**src/rtl/mnist_infer_ctrl_if.sv**
```systemverilog
// Pixel stream and engine connection for the MNIST frame sequencer.
// The sequencer uses the slave view; the pixel source and engine use the master view.
interface mnist_infer_ctrl_if #(
  parameter int IMG_BITS = 784
);
  logic                pix_valid;
  logic                pix_data;
  logic                pix_last;
  logic                pix_ready;
  logic                eng_start;
  logic [IMG_BITS-1:0] eng_img;
  logic                eng_done;
  logic [6:0]          eng_hex;

  modport slave (
    input  pix_valid, pix_data, pix_last, eng_done, eng_hex,
    output pix_ready, eng_start, eng_img
  );

  modport master (
    output pix_valid, pix_data, pix_last, eng_done, eng_hex,
    input  pix_ready, eng_start, eng_img
  );
endinterface

```
**src/rtl/mnist_infer_ctrl.sv**
```systemverilog
// Frame-level sequencer for the MNIST inference engine: gathers a 1-bit pixel
// stream into a frame buffer, starts the engine, waits for done under a
// watchdog and reports the 7-seg result, error pulses and a frame count.
module mnist_infer_ctrl #(
  parameter int IMG_BITS    = 784,
  parameter int TIMEOUT_CYC = 16384,
  parameter int CNT_W       = 16
) (
  input  logic              clk,
  input  logic              rst_n,
  input  logic              abort,
  mnist_infer_ctrl_if.slave bus,
  output logic              res_valid,
  output logic [6:0]        res_hex,
  output logic              err_frame,
  output logic              err_tmo,
  output logic              busy,
  output logic [CNT_W-1:0]  frame_cnt
);
  localparam int IDX_W = $clog2(IMG_BITS);
  localparam int TMR_W = $clog2(TIMEOUT_CYC) + 1;
  localparam logic [IDX_W-1:0] IDX_LAST = IDX_W'(IMG_BITS - 1);
  localparam logic [TMR_W-1:0] TMR_LAST = TMR_W'(TIMEOUT_CYC - 1);

  typedef enum logic [1:0] {S_LOAD, S_START, S_WAIT} state_t;

  state_t              state_q, state_d;
  logic [IDX_W-1:0]    wr_idx_q, wr_idx_d;
  logic [TMR_W-1:0]    timer_q, timer_d;
  logic [IMG_BITS-1:0] img_q;
  logic                img_we;
  logic                res_valid_q, res_valid_d;
  logic                err_frame_q, err_frame_d;
  logic                err_tmo_q, err_tmo_d;
  logic [6:0]          res_hex_q, res_hex_d;
  logic [CNT_W-1:0]    cnt_q, cnt_d;
  logic                beat;

  // A beat transfers only while the sequencer is loading.
  assign beat = bus.pix_valid && (state_q == S_LOAD);

  // Next-state, index, watchdog and result decisions; abort overrides everything.
  always_comb begin
    state_d     = state_q;
    wr_idx_d    = wr_idx_q;
    timer_d     = timer_q;
    img_we      = 1'b0;
    res_valid_d = 1'b0;
    err_frame_d = 1'b0;
    err_tmo_d   = 1'b0;
    res_hex_d   = res_hex_q;
    cnt_d       = cnt_q;
    if (abort) begin
      state_d  = S_LOAD;
      wr_idx_d = '0;
      timer_d  = '0;
    end else begin
      case (state_q)
        S_LOAD: begin
          if (beat) begin
            img_we = 1'b1;
            if (wr_idx_q == IDX_LAST) begin
              wr_idx_d = '0;
              if (bus.pix_last) state_d = S_START;
              else              err_frame_d = 1'b1;   // frame overran without a last marker
            end else if (bus.pix_last) begin
              wr_idx_d    = '0;                       // short frame
              err_frame_d = 1'b1;
            end else begin
              wr_idx_d = wr_idx_q + 1'b1;
            end
          end
        end
        S_START: begin
          timer_d = '0;
          state_d = S_WAIT;
        end
        S_WAIT: begin
          // done is checked first so it wins over a simultaneous watchdog expiry
          if (bus.eng_done) begin
            res_hex_d   = bus.eng_hex;
            res_valid_d = 1'b1;
            cnt_d       = cnt_q + 1'b1;
            state_d     = S_LOAD;
          end else if (timer_q == TMR_LAST) begin
            err_tmo_d = 1'b1;
            state_d   = S_LOAD;
          end else begin
            timer_d = timer_q + 1'b1;
          end
        end
        default: state_d = S_LOAD;
      endcase
    end
  end

  // Control state, counters and one-cycle event pulses.
  always_ff @(posedge clk or negedge rst_n) begin
    if (!rst_n) begin
      state_q     <= S_LOAD;
      wr_idx_q    <= '0;
      timer_q     <= '0;
      res_valid_q <= 1'b0;
      err_frame_q <= 1'b0;
      err_tmo_q   <= 1'b0;
      res_hex_q   <= 7'b1111111;
      cnt_q       <= '0;
    end else begin
      state_q     <= state_d;
      wr_idx_q    <= wr_idx_d;
      timer_q     <= timer_d;
      res_valid_q <= res_valid_d;
      err_frame_q <= err_frame_d;
      err_tmo_q   <= err_tmo_d;
      res_hex_q   <= res_hex_d;
      cnt_q       <= cnt_d;
    end
  end

  // Frame buffer: written only by accepted beats, so it holds still outside S_LOAD.
  always_ff @(posedge clk or negedge rst_n) begin
    if (!rst_n)      img_q <= '0;
    else if (img_we) img_q[wr_idx_q] <= bus.pix_data;
  end

  assign bus.pix_ready = (state_q == S_LOAD);
  // Start is the registered S_START state; an abort in that same cycle cancels it.
  assign bus.eng_start = (state_q == S_START) && !abort;
  assign bus.eng_img   = img_q;
  assign res_valid     = res_valid_q;
  assign res_hex       = res_hex_q;
  assign err_frame     = err_frame_q;
  assign err_tmo       = err_tmo_q;
  assign frame_cnt     = cnt_q;
  assign busy          = (state_q != S_LOAD) || (wr_idx_q != '0);
endmodule

```
**src/flat_wrapper.sv**
```systemverilog
// flat-port wrapper written by rule: the top's interface ports become plain ports
module mnist_infer_ctrl_flat 
#(
  parameter int IMG_BITS    = 784,
  parameter int TIMEOUT_CYC = 16384,
  parameter int CNT_W       = 16
)
  (clk, rst_n, abort, res_valid, res_hex, err_frame, err_tmo, busy, frame_cnt, bus_pix_valid, bus_pix_data, bus_pix_last, bus_eng_done, bus_eng_hex, bus_pix_ready, bus_eng_start, bus_eng_img);
  mnist_infer_ctrl_if #(.IMG_BITS(IMG_BITS)) bus_i ();
  input  logic clk;
  input  logic rst_n;
  input  logic abort;
  output logic res_valid;
  output logic [6:0] res_hex;
  output logic err_frame;
  output logic err_tmo;
  output logic busy;
  output logic [CNT_W-1:0] frame_cnt;
  input wire logic [$bits(bus_i.pix_valid)-1:0] bus_pix_valid;
  input wire logic [$bits(bus_i.pix_data)-1:0] bus_pix_data;
  input wire logic [$bits(bus_i.pix_last)-1:0] bus_pix_last;
  input wire logic [$bits(bus_i.eng_done)-1:0] bus_eng_done;
  input wire logic [$bits(bus_i.eng_hex)-1:0] bus_eng_hex;
  output wire logic [$bits(bus_i.pix_ready)-1:0] bus_pix_ready;
  output wire logic [$bits(bus_i.eng_start)-1:0] bus_eng_start;
  output wire logic [$bits(bus_i.eng_img)-1:0] bus_eng_img;
  assign bus_i.pix_valid = bus_pix_valid;
  assign bus_i.pix_data = bus_pix_data;
  assign bus_i.pix_last = bus_pix_last;
  assign bus_i.eng_done = bus_eng_done;
  assign bus_i.eng_hex = bus_eng_hex;
  assign bus_pix_ready = bus_i.pix_ready;
  assign bus_eng_start = bus_i.eng_start;
  assign bus_eng_img = bus_i.eng_img;
  mnist_infer_ctrl #(.IMG_BITS(IMG_BITS), .TIMEOUT_CYC(TIMEOUT_CYC), .CNT_W(CNT_W)) u_core (.clk(clk), .rst_n(rst_n), .abort(abort), .bus(bus_i), .res_valid(res_valid), .res_hex(res_hex), .err_frame(err_frame), .err_tmo(err_tmo), .busy(busy), .frame_cnt(frame_cnt));
endmodule
```
**config.mk**
```make
export PLATFORM = sky130hd
export DESIGN_NAME = mnist_infer_ctrl_flat
export DESIGN_NICKNAME = d
export VERILOG_FILES = /design/src/rtl/mnist_infer_ctrl_if.sv /design/src/rtl/mnist_infer_ctrl.sv /design/src/flat_wrapper.sv
export SDC_FILE = /design/constraint.sdc
export NUM_CORES = 1
export LEC_CHECK = 0
export CAP_MARGIN = 20
export CORE_AREA = 2 2 323 325
export CTS_CLUSTER_SIZE = 10
export DETAILED_ROUTE_END_ITERATION = 12
export DIE_AREA = 0 0 325 327
export PLACE_DENSITY = 0.7
export SLEW_MARGIN = 20
export SYNTH_ARGS = -nofsm -noshare
export SYNTH_HDL_FRONTEND = slang
export SYNTH_SLANG_ARGS = --single-unit
```
**constraint.sdc**
```tcl
create_clock -name clk -period 3.7 [get_ports clk]
set_input_delay 0.74 -clock clk [delete_from_list [all_inputs] [get_ports clk]]
set_output_delay 0.74 -clock clk [all_outputs]
set_load 0.01 [all_outputs]
```
==> summary.txt, run 1 <==
Global route
  – First-pass GRT wire length: 236 mm
  – Total track usage: 0.302
  – Initial antenna violation count: 3
  – Vias in the first global route: 33,809
  – Global route overflow: 0
  – Largest net degree at the start of global routing: 112

CTS
  – Clk_lat worst skew: 0.69 ns
  – CTS Hold Bufs: 0
  – Clock Tree Root: clkbuf_16
  – CTS tree: done
  – Sink Count: 837
  – CTS buffer count: 98
  – H-tree depth: 3
  – Clock buffer depth: 3
  – Clock transition at path regs: 0.06 ns

Cells and area
  – Share of cells above drive strength 1: 0.0961
  – Filler cells: 9,455
  – Layout area overhead: 36.4%
  – Reg area: 0.0210 sq mm
  – Fin nets: 4,630
  – Multi-input combinational cell area: 0.0134 sq mm

Floorplan
  – Ports: 827
  – Die ar.: 0.106 sq mm
  – Core Box Area: 0.103 sq mm
  – Initial Util: 0.348
  – Die X: 325 um
  – Die Y-Extent: 327 um
  – Row cnt: 118

Worst setup path
  – Setup CP Type: flip-flop to output port
  – Worst setup SP type: flip-flop
  – Max Fanout on Critical Path: 18
  – Largest delay contributor family on the critical path: buffers and inverters
  – Buf/Inv on CP: 2
  – Crit-path cells: or2_4 -> nor2_1 -> buf_4 -> nand3_1 -> clkdlybuf4s50_1
  – Crit-path slowest cell: dfrtp_1
  – Beginning of the critical path: u_core.wr_idx_q[4]
  – Reg2reg start: u_core.wr_idx_q[0]
  – Crit path largest cell delay: 0.66 ns
  – CP required: 2.96 ns
  – Arrival time at the worst endpoint: 2.75 ns
  – Worst Setup End Kind: output port

Detailed routing
  – Final WL: 166 mm
  – Initial DRC count: 4,111
  – Drt wl/cell: 27.6 um
  – Pre-Repair DR Iteration Count: 7
  – Total number of vias: 34,745
  – DRC Markers: 0
  – Post-DRT Antenna Nets: 0
  – Mean number of vias per cell: 5.76

STA
  – Worst Skew: 0.0263 ns
  – Setup TNS: 0 ns
  – Final setup viols: 0
  – WHS: 0.163 ns
  – Worst slew pin tran: 1.13 ns
  – Slew HR: 0.245
  – Final period demand of the worst path: 3.49 ns
  – Unrepaired setup endpoints after global routing: false
  – Fmax: 0.287 GHz
  – Final hold violations: 0
  – Final-report max-slew violation count: 0
  – Tcrit/Tclk final: 0.942

Logic synthesis
  – Mapped Nets: 3,906
  – Synth warn: 0
  – Area share of the leading cell type in the synthesized netlist: 0.579
  – Main area contributors after synthesis: dfrtp_1, nand3_1, o21ai_0
  – Asr flop ratio synth: 1.00
  – Seq/Total Area, Yosys: 0.585
  – Synthesized flop and latch total: 837
  – Post-Synthesis Cell Area: 0.0358 sq mm
  – Avg Cell Area, Syn: 9.22 sq um
  – Post-synth top flop: dfrtp_1
  – Post-synthesis cell count: 3,886
  – Leading area contributor after synthesis: dfrtp_1
  – Synth unique cells: 59
  – Number of synthesized flops with an enable pin: 0

Power and ir drop
  – P_leak: 24.0 nW
  – Worst VDD drop: 0.384 mV
  – PwrDens: 380 mW/mm^2

Placement
  – GPL Wtd Cong: 0.925
  – PortBufs: 826
  – Post-detail-place hpwl: 110 mm

Outcome
  – Status: finished clean

Min path
  – HP Class: input port to async pin

Flow run
  – Max-cap viol count: 0
[layer usage]
metal  vias up  wire [um]  GRT usage
met5         -          0          0
met4         0      13700      0.225
met3       607      17800     0.0829
met2      2421      75800      0.467
met1     17122      58800      0.360
li1      14595          -          -
[timing repair]
action | in CTS | in global routing
hold endpoints to repair | 0 | 0
buffers inserted | 0 | 0
setup endpoints to repair | 0 | 1
resized for setup | 0 | 1
[cells in the mapped netlist, types with 3 or more instances]
library cell and instances:
buf_4 23, a21oi_1 8, nor2_2 3, nand3_1 733, nor3_1 10, nor2_1 84
o31ai_1 3, o21ai_0 726, ha_1 6, nand4_1 17, or3_1 15, mux2_2 59
clkbuf_1 291, nor3_2 7, nand3b_1 3, and3_1 10, and2_1 8, buf_1 6
nor2_4 11, nor3b_1 5, nand2b_1 11, nor2b_1 10, nand2_1 840, nor3_4 6
mux2_1 21, xor2_1 10, buf_2 65, dfstp_2 7, inv_1 6, or2_2 4
dfrtp_1 830, xnor2_1 12
[cell type report]
type	count	share of cell area
Multi-Input combinational cell	2653	0.274
Inverter	6	0.000460
Clock buffer	120	0.0535
Sequential cell	837	0.428
Timing Repair Buffer	1014	0.205
Antenna cell	5	0.000256
Clock inverter	12	0.00292
Tap cell	1380	0.0353
[flip-flops by register name, indices dropped and copies added, names as in the netlist]
signal,count
u_core.err_frame,1
u_core.bus.eng_img,784
u_core.timer_q,15
u_core.res_valid,1
u_core.res_hex,7
u_core.frame_cnt,16
u_core.err_tmo,1
u_core.wr_idx_q,10
u_core.state_q,2
[power breakdown]
part	switching (mW)	internal, mW	total (mW)
Sequential	0.00920	9.17	9.18
Combinational	0.450	0.128	0.578
Clock	3.84	4.98	8.81
[logic make-up after synthesis]
group,after synthesis,share of synthesized area
simple gates,1796,0.230
compound gates,748,0.106
mux,81,0.0256
xor+xnor,22,0.00538
fa+ha+maj,6,0.00209
flops,837,0.585
buf+inv,396,0.0472
[placed cells by master (no fill, tap or decap), types with 6 or more instances in the layout]
cell             Yosys  final
a21oi_1              8      8
and2_1               8      8
and3_1              10      9
buf_12               0     28
buf_4               23    160
clkbuf_1           291     15
clkbuf_16            0     99
clkbuf_8             0      6
clkdlybuf4s50_1      0    824
dfrtp_1            830    830
dfstp_2              7      7
ha_1                 6      6
inv_1                6      6
mux2_1              21     21
mux2_2              59     59
nand2_1            840    832
nand2_2              2     10
nand2b_1            11     11
nand3_1            733    733
nand4_1             17     17
nor2_1              84     62
nor2_2               3     11
nor2_4              11     25
nor2b_1             10     10
nor3_1              10     10
nor3_4               6     13
o21ai_0            726    726
or3_1               15     14
xnor2_1             12     12
xor2_1              10     10
[worst paths after layout]
kind                                            to  slack (ns)  cells past startpoint
max                                           busy        0.21                      5
min                         u_core.bus.eng_img[49]        0.16                      1
max reg2reg                u_core.bus.eng_img[582]        0.43                      7
min reg2reg                      u_core.res_hex[4]        0.46                      2
max in group asynchronous  u_core.bus.eng_img[377]        2.48                      2
min in group clk                 u_core.res_hex[4]        0.46                      2
[worst register-to-register path, stage by stage, from the launching register on]
cell and delay (ns):
dfrtp_1 0.43, inv_1 0.13, ha_1 0.58, nand2b_1 0.51
nor2_1 0.41, nand2_1 0.61, o21ai_0 0.42, nand2_1 0.08
[per-stage QoR]
| step | total power, mW | setup WS, ns | utilization | cell area [sq um] | instances |
|---|---|---|---|---|---|
| 2_1_floorplan | 9.54 | 1.24 | - | 35800 | 3886 |
| 3_3_place_gp | 9.92 | 0.266 | 0.448 | 46100 | 5890 |
| 3_5_place_dp | 9.92 | 0.253 | 0.448 | 46100 | 5890 |
| 4_1_cts | 18.7 | 0.0775 | 0.475 | 48900 | 6022 |
| 5_1_grt | 19.1 | 0.141 | 0.475 | 48900 | 6022 |
| 6_report | 18.6 | 0.215 | 0.475 | 48900 | 6027 |
No activity file was read; power rests on OpenSTA's default activity.
==> inputs of run 2 (changes only) <==
--- a/config.mk
+++ b/config.mk
@@ -6,11 +6,14 @@
 export NUM_CORES = 1
 export LEC_CHECK = 0
 export CAP_MARGIN = 20
-export CORE_AREA = 2 2 323 325
+export CELL_PAD_IN_SITES_DETAIL_PLACEMENT = 1
+export CELL_PAD_IN_SITES_GLOBAL_PLACEMENT = 2
+export CORE_ASPECT_RATIO = 0.8
+export CORE_MARGIN = 2
+export CORE_UTILIZATION = 30
 export CTS_CLUSTER_SIZE = 10
 export DETAILED_ROUTE_END_ITERATION = 12
-export DIE_AREA = 0 0 325 327
-export PLACE_DENSITY = 0.7
+export PLACE_DENSITY = 0.9
 export SLEW_MARGIN = 20
 export SYNTH_ARGS = -nofsm -noshare
 export SYNTH_HDL_FRONTEND = slang
==> constraint.sdc (replaced) <==
create_clock -name clk -period 3.57 [get_ports clk]
set_input_delay 0.714 -clock clk [delete_from_list [all_inputs] [get_ports clk]]
set_output_delay 0.714 -clock clk [all_outputs]
set_load 0.01 [all_outputs]
==> run 2 against run 1 <==
Net effect: count of clock-buffer cells in the layout is 4 lower; global-route usage fell by 1.1 points; via count hardly changed; combinational power up 6.6%; non-clock buffer count is 32 higher; setup slack worse by 0.0046 ns; die area up 15%; sequential share of layout area is 0.30 points lower; hold slack lost 0.081 ns; cell area increased by 0.71%; total power is 3.6% higher; critical endpoint unchanged; largest cell class unchanged; largest power group unchanged.
==> summary.txt, run 2 (synthesized netlist as in run 1, its figures left out) <==
Global route
  – Largest net degree at the start of global routing: 90 (was 112)
  – M3 GR Usage: 0.0852 (was 0.0829)
  – First-pass GRT wire length: 261 mm (was 236 mm)
  – Total track usage: 0.291 (was 0.302)
  – Initial antenna violation count: 6 (was 3)
  – GR peak layer: met2 (unchanged)
  – Met1 layer usage reported by global route: 0.365 (was 0.360)
  – Vias in the first global route: 36,607 (was 33,809)
  – Global route overflow: 0 (unchanged)
  – Met2 Usage GRT: 0.456 (was 0.467)

Power and ir drop
  – Worst VDD drop: 0.337 mV (was 0.384 mV)
  – PwrDens: 391 mW/mm^2 (was 380 mW/mm^2)
  – P_leak: 24.1 nW (was 24.0 nW)

Detailed routing
  – Total number of vias: 34,738 (was 34,745)
  – Mean number of vias per cell: 5.58 (was 5.76)
  – Pre-Repair DR Iteration Count: 5 (was 7)
  – Post-DRT Antenna Nets: 0 (unchanged)
  – Final WL: 182 mm (was 166 mm)
  – Initial DRC count: 3,055 (was 4,111)
  – Drt wl/cell: 29.3 um (was 27.6 um)
  – DRC Markers: 0 (unchanged)

STA
  – Worst slew pin tran: 1.08 ns (was 1.13 ns)
  – Final setup viols: 0 (unchanged)
  – Unrepaired setup endpoints after global routing: false (unchanged)
  – Final hold violations: 0 (unchanged)
  – Final-report max-slew violation count: 0 (unchanged)
  – Fmax: 0.298 GHz
  – Tcrit/Tclk final: 0.941
  – Final period demand of the worst path: 3.36 ns
  – Slew HR: 0.274 (was 0.245)
  – Worst Skew: 0.0243 ns (was 0.0263 ns)
  – Setup TNS: 0 ns (unchanged)

Floorplan
  – Die X: 390 um (was 325 um)
  – Ports: 827 (unchanged)
  – Initial Util: 0.302 (was 0.348)
  – Die Y-Extent: 313 um (was 327 um)
  – Row cnt: 113 (was 118)
  – Die ar.: 0.122 sq mm (was 0.106 sq mm)
  – Core Box Area: 0.119 sq mm (was 0.103 sq mm)

Cells and area
  – Max FFs per register: 784 (unchanged)
  – Layout area overhead: 37.4% (was 36.4%)
  – Most frequent cells in the layout: nand2_1, dfrtp_1, clkdlybuf4s50_1 (unchanged)
  – Fin nets: 4,661 (was 4,630)
  – Final Cell Area: 0.0493 sq mm (was 0.0489 sq mm)
  – Commonest non-fill, non-tap cell in the layout: nand2_1 (unchanged)
  – Share of cells above drive strength 1: 0.101 (was 0.0961)

Min path
  – HP Class: input port to async pin (unchanged)

CTS
  – Sink Count: 837 (unchanged)
  – Clock buffer depth: 3 (unchanged)
  – Clock transition at path regs: 0.06 ns (about the same)
  – CTS resizes: 0 (unchanged)
  – CTS buffer count: 97 (was 98)
  – Clock Tree Root: clkbuf_16 (unchanged)
  – Post-CTS setup repair buffer count: 0 (unchanged)
  – CTS Hold Bufs: 0 (unchanged)
  – Clk_lat worst skew: 0.71 ns (was 0.69 ns)
  – CTS tree: done (unchanged)
  – H-tree depth: 3 (unchanged)

Placement
  – PortBufs: 826 (unchanged)
  – Post-detail-place hpwl: 124 mm (was 110 mm)
  – Placed inst area: 0.0466 sq mm (was 0.0461 sq mm)
  – GPL Wtd Cong: 0.869 (was 0.925)

Worst setup path
  – Max Fanout on Critical Path: 14 (was 18)
  – Beginning of the critical path: u_core.wr_idx_q[8] (was u_core.wr_idx_q[4])
  – Worst Setup End Kind: output port (unchanged)
  – Worst setup SP type: flip-flop (unchanged)
  – Depth of the worst register-to-register path: 6 (was 7)
  – Buf/Inv on CP: 1 (was 2)
  – Crit path depth: 4 (was 5)
  – Worst R2R End: u_core.wr_idx_q[2] (was u_core.bus.eng_img[582])
  – Arrival time at the worst endpoint: 2.65 ns (was 2.75 ns)
  – CP required: 2.86 ns (was 2.96 ns)
  – Reg-to-reg slack, setup: 0.62 ns (was 0.43 ns)
  – Crit-path slowest cell: dfrtp_1 (unchanged)
  – Largest delay contributor family on the critical path: simple AND/OR/NAND/NOR gates (was buffers and inverters)
  – Crit path largest cell delay: 0.59 ns (was 0.66 ns)
  – Setup CP Type: flip-flop to output port (unchanged)
  – Crit-path cells: or3_4 -> nor2_4 -> nand3_1 -> clkdlybuf4s50_1 (was or2_4 -> nor2_1 -> buf_4 -> nand3_1 -> clkdlybuf4s50_1)
  – Reg2reg start: u_core.wr_idx_q[3] (was u_core.wr_idx_q[0])
  – Critical path capture point: busy (unchanged)

Flow run
  – Max-cap viol count: 0 (unchanged)

Outcome
  – Status: finished clean (unchanged)
[run 2: changes by cell type in the layout (fill, tap and decap cells not counted), moves of 4 or more]
cell / previous run / this run
buf_4: 160 / 195
nor2_2: 11 / 3
nor2_4: 25 / 33
clkbuf_1: 15 / 11
clkinv_8: 4 / 0
[run 2: area by class of cell]
class | instances | area (sq um)
Fill cell | 13437 | 69400
Sequential cell | 837 | 21000
Multi-Input combinational cell | 2653 | 13400
Timing Repair Buffer | 1046 | 10200
Clock buffer | 116 | 2580
Tap cell | 1552 | 1940
Clock inverter | 9 | 85.1
Inverter | 6 | 22.5
Antenna cell | 2 | 5.00
[run 2: how the worst min path moves through the flow]
stage / from / slack [ns] / to
after global routing: rst_n / 0.07 / u_core.bus.eng_img[427]
after global placement: u_core.res_hex[1] / 0.45 / u_core.res_hex[1]
after floorplan: u_core.timer_q[14] / 0.41 / u_core.err_tmo
after detailed placement: u_core.res_hex[0] / 0.45 / u_core.res_hex[0]
after CTS: rst_n / 0.05 / u_core.bus.eng_img[459]
final: rst_n / 0.08 / u_core.bus.eng_img[427]
[run 2: power by group]
part,switching (mW),internal [mW],total (mW)
Clock,4.04,5.07,9.11
Combinational,0.479,0.137,0.616
Sequential,0.0108,9.51,9.52
[run 2: metrics by stage]
stage	total power, mW	std cells	setup slack (ns)	hold WS, ns	utilization
4_1_cts	19.4	6219	0.0531	0.0540	0.415
6_report	19.2	6221	0.210	0.0814	0.415
3_5_place_dp	10.3	6094	0.185	0.450	0.393
5_1_grt	19.8	6219	0.119	0.0709	0.415
2_1_floorplan	9.89	3886	1.14	0.413	-
3_3_place_gp	10.3	6094	0.269	0.446	0.393
[run 2: worst register-to-register path, stage by stage (launching register included)]
cell and delay, ns:
dfrtp_1 0.69, buf_4 0.36, nand2_1 0.29, nor2_1 0.55
a21oi_1 0.15, o21bai_1 0.63, nor2_1 0.13
[run 2: metal layers]
layer	share of wire	vias to the layer above
met1	0.40	18057
met3	0.089	439
met2	0.46	1616
li1	-	14626
met4	0.054	0
met5	0	-
